==> config.mk <==
export PLATFORM = sky130hd
export DESIGN_NAME = uart_transmit_flat
export DESIGN_NICKNAME = d
export VERILOG_FILES = /design/src/rtl/uart_transmit_if.sv /design/src/rtl/uart_transmit.sv /design/src/flat_wrapper.sv
export SDC_FILE = /design/constraint.sdc
export NUM_CORES = 1
export LEC_CHECK = 0
export ABC_AREA = 1
export CAP_MARGIN = 10
export CORE_MARGIN = 3
export CORE_UTILIZATION = 40
export CTS_BUF_LIST = sky130_fd_sc_hd__clkbuf_8
export CTS_CLUSTER_SIZE = 14
export DETAILED_ROUTE_END_ITERATION = 7
export PLACE_DENSITY = 0.65
export SLEW_MARGIN = 20
export SYNTH_ARGS = -nofsm -noshare
export SYNTH_HDL_FRONTEND = slang
export SYNTH_SLANG_ARGS = --single-unit
==> constraint.sdc <==
create_clock -name clk_in -period 2.93 [get_ports clk_in]
set_input_delay 0.879 -clock clk_in [delete_from_list [all_inputs] [get_ports clk_in]]
set_output_delay 0.879 -clock clk_in [all_outputs]
set_load 0.02 [all_outputs]
==> src/rtl/uart_transmit_if.sv <==
// uart_transmit_if: byte push handshake plus the serial line and status outputs of uart_transmit
interface uart_transmit_if;
    logic [7:0] data_byte_in;
    logic       trigger_in;
    logic       ready_out;
    logic       busy_out;
    logic       tx_wire_out;
    modport master (output data_byte_in, trigger_in, input ready_out, busy_out, tx_wire_out);
    modport slave (input data_byte_in, trigger_in, output ready_out, busy_out, tx_wire_out);
endinterface

==> src/rtl/uart_transmit.sv <==
// uart_transmit: 8N1 UART transmitter fed by a small byte FIFO
// Queued bytes leave back-to-back; the line is registered and idles high.
module uart_transmit #(
    parameter int INPUT_CLOCK_FREQ = 100_000_000,
    parameter int BAUD_RATE        = 115_200,
    parameter int FIFO_DEPTH       = 4
) (
    input logic            clk_in,
    input logic            rst_in,
    uart_transmit_if.slave bus
);
    localparam int PERIOD = INPUT_CLOCK_FREQ / BAUD_RATE;
    localparam int BW     = $clog2(PERIOD) + 1;
    localparam int PW     = $clog2(FIFO_DEPTH);
    localparam int CW     = PW + 1;
    typedef enum logic [1:0] {IDLE, START, DATA, STOP} state_t;
    state_t         state_q, state_d;
    logic [BW-1:0]  baud_q, baud_d;
    logic [2:0]     bit_q, bit_d;
    logic [7:0]     shift_q, shift_d;
    logic [CW-1:0]  count_q, count_d;
    logic [PW-1:0]  rd_q, rd_d, wr_q, wr_d;
    logic [7:0]     mem_q [FIFO_DEPTH];
    logic           tx_q, tx_d, busy_q;
    logic           push, pop, bit_end;
    assign bus.ready_out   = count_q != CW'(FIFO_DEPTH);
    assign bus.busy_out    = busy_q;
    assign bus.tx_wire_out = tx_q;
    assign push            = bus.trigger_in && bus.ready_out;
    assign bit_end         = baud_q == BW'(PERIOD - 1);
    always_comb begin
        state_d = state_q;
        bit_d   = bit_q;
        shift_d = shift_q;
        pop     = 1'b0;
        case (state_q)
            IDLE:  pop = count_q != '0;
            START: state_d = bit_end ? DATA : START;
            DATA: if (bit_end) begin
                shift_d = shift_q >> 1;
                bit_d   = bit_q + 3'd1;
                state_d = bit_q == 3'd7 ? STOP : DATA;
            end
            default: if (bit_end) begin
                pop     = count_q != '0;
                state_d = IDLE;
            end
        endcase
        // a pop always starts a new frame, whether from IDLE or straight out of STOP
        if (pop) begin
            shift_d = mem_q[rd_q];
            bit_d   = '0;
            state_d = START;
        end
        baud_d  = (state_q == IDLE || bit_end) ? '0 : baud_q + 1'b1;
        tx_d    = state_q == START ? 1'b0 : state_q == DATA ? shift_q[0] : 1'b1;
        count_d = count_q + CW'(push) - CW'(pop);
        rd_d    = rd_q + PW'(pop);
        wr_d    = wr_q + PW'(push);
    end
    always_ff @(posedge clk_in or posedge rst_in) begin
        if (rst_in) begin
            state_q <= IDLE;
            baud_q  <= '0;
            bit_q   <= '0;
            shift_q <= '0;
            count_q <= '0;
            rd_q    <= '0;
            wr_q    <= '0;
            tx_q    <= 1'b1;
            busy_q  <= 1'b0;
        end else begin
            state_q <= state_d;
            baud_q  <= baud_d;
            bit_q   <= bit_d;
            shift_q <= shift_d;
            count_q <= count_d;
            rd_q    <= rd_d;
            wr_q    <= wr_d;
            tx_q    <= tx_d;
            busy_q  <= state_q != IDLE || count_q != '0;
        end
    end
    always_ff @(posedge clk_in) begin
        if (push) mem_q[wr_q] <= bus.data_byte_in;
    end
endmodule

==> src/flat_wrapper.sv <==
// flat-port wrapper written by rule: the top's interface ports become plain ports
module uart_transmit_flat 
#(
    parameter int INPUT_CLOCK_FREQ = 100_000_000,
    parameter int BAUD_RATE        = 115_200,
    parameter int FIFO_DEPTH       = 4
)
  (clk_in, rst_in, bus_data_byte_in, bus_trigger_in, bus_ready_out, bus_busy_out, bus_tx_wire_out);
  uart_transmit_if bus_i ();
  input logic clk_in;
  input logic rst_in;
  input wire logic [$bits(bus_i.data_byte_in)-1:0] bus_data_byte_in;
  input wire logic [$bits(bus_i.trigger_in)-1:0] bus_trigger_in;
  output wire logic [$bits(bus_i.ready_out)-1:0] bus_ready_out;
  output wire logic [$bits(bus_i.busy_out)-1:0] bus_busy_out;
  output wire logic [$bits(bus_i.tx_wire_out)-1:0] bus_tx_wire_out;
  assign bus_i.data_byte_in = bus_data_byte_in;
  assign bus_i.trigger_in = bus_trigger_in;
  assign bus_ready_out = bus_i.ready_out;
  assign bus_busy_out = bus_i.busy_out;
  assign bus_tx_wire_out = bus_i.tx_wire_out;
  uart_transmit #(.INPUT_CLOCK_FREQ(INPUT_CLOCK_FREQ), .BAUD_RATE(BAUD_RATE), .FIFO_DEPTH(FIFO_DEPTH)) u_core (.clk_in(clk_in), .rst_in(rst_in), .bus(bus_i));
endmodule
==> results.md <==
- Ports: 14
- Async SR Flop Fraction: 0.5077
- Register bit count reported by yosys: 65
- Multiplexer area fraction after synthesis: 0
- Met3 global-route usage: 0.03006
- Met2 GRT Util: 0.2308
- Wire per inst: 12.22 µm
- Slew Viols, Final: 0
- Area growth from synthesis to layout: 16.59%
- Synth cell count leaders: 98 x nand2_1, 36 x nand3_1, 32 x dfrtp_1, 32 x edfxtp_1, 24 x inv_1
- Worst reg2reg path depth: 12
- Max FO, Critical Path: 6
- GPL Wtd Cong: 0.8004
- Distinct cells, synth: 31
- Rel. slew slack: 0.6262
- Total gr overflow: 0
- Final setup vio count: 0
- Post-Synth XOR/XNOR Area: 0.02058
- CP Capture Type: flip-flop
- CTS H-tree lvls: 3
- P_leak: 1.556 nW
- Global-route wire length before repair: 9.466 mm
- DRT Pass-1 Iters: 5
- Register area share after synthesis: 0.6002
- Synth Area in Compound Gates: 0.02184
- Setup CP Type: reg -> reg
- Largest net degree at the start of global routing: 22
- Total CTS buffers: 9
- Die X: 92.30 µm
- Synth area leader: edfxtp_1
- Sinks on Clock Net: 65
- YS warnings: 0
- Max Freq: 400.2 MHz
- TritonCTS clock tree: built
- Tmin final: 2499 ps
- Mapped Area: 2979 µm²
- Most frequent cell after synthesis: nand2_1
- Main combinational cell family by area after synthesis: simple AND/OR/NAND/NOR gates
- Area of the core: 7019 µm²
- Initial antenna violation count: 0
- Hold Violations, Final: 0
- Final worst setup slack: 431.5 ps
- Area after DPL: 3254 µm²
- DP Worst Slack: 387.2 ps
- CTS Buffer Depth: 2
- Share of layout cells above drive strength 1: 0.1084
- Fin crit share: 0.8527
- ANT cells: 0
- Rows: 30
- Met1 GRT Util: 0.1768
- Simple-Gate Fraction of Synth Area: 0.2596
- Share of the synthesized area in the top cell type: 0.3226
- Clk slew on worst S/H paths: 70 ps
- ANT nets after route: 0
- Final HPWL DP: 3.669 mm
- Vias in the first global route: 2,053
- Crit path DAT: 2760 ps
- Actual slew at the worst max-slew pin: 560.7 ps
- Hold path depth: 1
- WL final: 5.229 mm
- Post-synth EDFFs: 32
- Hold_buf cts: 0
- Drt via density: 4.734
- Most common flop cell mapped by yosys: edfxtp_1
- Placed insts: 412
- Max-cap violations: 0
- Grt peak-use layer: met2
- Hold/Removal Path Class: reg -> reg
- Residual DRC: 0
- Worst Path Required: 3190 ps
- Die area: 8519 µm²
- Initial Utilization: 0.4244
- Final Non-Filler Cells: 428
- DRT iter0 DRCs: 99
- Post-Layout Inst Area: 3473 µm²
- Pwr dens: 648.8 nW/µm²
- Top cells by area, synth: edfxtp_1 32%, dfrtp_1 27%, nand2_1 12%
- Area share of fa/ha/maj cells after synthesis: 0.05292
- Fillers: 660
- CTS root buf: clkbuf_8
- Fin Clk Skew: 6.452 ps
- Syn Inst Count: 303
- Via count: 2,026
- Clk_lat worst skew: 340 ps
- Avg Synthesized Cell Area: 9.832 µm²
- Mapped Nets: 326
- Worst vdd ir: 0.4802 mV
- Port buffer count: 13
- R2R setup slack: 430 ps
- Core Util, Final: 0.4948
- Cts repair resizes: 0
- Post-CTS setup buffers: 0
- Gr usage total: 0.1410
- Nets: 350
- Worst setup SP type: flip-flop
- Outcome: finished, final reports clean
- RSZ-0062 raised after global routing: no
- TNS Setup: 0 ps
- Die height: 92.30 µm
critical path, stage by stage, from the launching register on:
cell and delay [ps]:
dfrtp_1 400, ha_1 210, nand2_1 80, nor2_2 190, nand3_4 160, a21oi_2 200
ha_1 240, inv_1 60, ha_1 140, inv_1 50, fa_1 370, xnor2_1 180
xor2_1 160
cells by family after synthesis:
group | after synthesis
XOR/XNOR | 7
buffers and inverters | 33
flip-flops | 65
adder cells (fa/ha/maj) | 12
AO/OA/AOI/OAI | 12
AND/OR/NAND/NOR | 174
flip-flops by register name (all words and copies together) (netlist names):
| register | count |
|---|---|
| u_core.baud_q | 11 |
| u_core.bit_q | 3 |
| u_core.bus.busy_out | 1 |
| u_core.bus.tx_wire_out | 1 |
| u_core.count_q | 3 |
| u_core.mem_q | 32 |
| u_core.rd_q | 2 |
| u_core.shift_q | 8 |
| u_core.state_q | 2 |
| u_core.wr_q | 2 |
metrics by stage:
| step | hold WS (ps) | total power, mW |
|---|---|---|
| 4_1_cts | 500.6 | 2.288 |
| 3_3_place_gp | 473.3 | 1.439 |
| 5_1_grt | 518.5 | 2.376 |
| 6_report | 498.2 | 2.254 |
| 3_5_place_dp | 490.1 | 1.451 |
| 2_1_floorplan | 455.2 | 1.334 |
worst paths after layout:
kind                                                 start                          endpoint
worst min register to register  u_core.baud_q[0]$_DFF_PP0_        u_core.baud_q[0]$_DFF_PP0_
min in group asynchronous                           rst_in        u_core.baud_q[0]$_DFF_PP0_
worst min-delay path            u_core.baud_q[0]$_DFF_PP0_        u_core.baud_q[0]$_DFF_PP0_
worst max register to register  u_core.baud_q[0]$_DFF_PP0_       u_core.count_q[2]$_DFF_PP0_
max in group asynchronous                           rst_in  u_core.bus.tx_wire_out$_DFF_PP1_
worst max-delay path            u_core.baud_q[0]$_DFF_PP0_       u_core.count_q[2]$_DFF_PP0_
layout make-up:
class	count	area, µm²	share of cell area
clock buffers	9	123.9	0.03566
clock inverters	7	95.09	0.02738
inverters	27	101.3	0.02918
multi-input cells	205	1057	0.3044
flip-flops and latches	65	1788	0.5148
well taps	96	120.1	0.03458
repair buffers	19	187.7	0.05403
power breakdown:
part / internal, mW / leakage, nW / switching (mW)
clock: 0.477 / 0.0975 / 0.354
sequential: 1.10 / 0.695 / 0.0471
combinational: 0.115 / 0.763 / 0.165
cells in the final DEF (no fill, tap or decap), types with 3 or more instances in the layout:
cell and count:
xor2_1 6, nor2_1 20, nand3_1 36, inv_1 24, clkdlybuf4s50_1 13, a21oi_1 7
edfxtp_1 32, inv_2 3, nor3_1 7, clkbuf_8 9, dfrtp_1 32, clkinvlp_4 4
nand2_1 98, ha_1 11, buf_4 5
per-layer routing:
| layer | wire (µm) | share of wire | up-vias |
|---|---|---|---|
| met5 | 0 | 0 | - |
| met4 | 123 | 0.024 | 0 |
| met3 | 138 | 0.026 | 12 |
| met2 | 2521 | 0.48 | 24 |
| met1 | 2447 | 0.47 | 953 |
| li1 | - | - | 1037 |
Note: power is estimated with default switching activity, not from simulation.
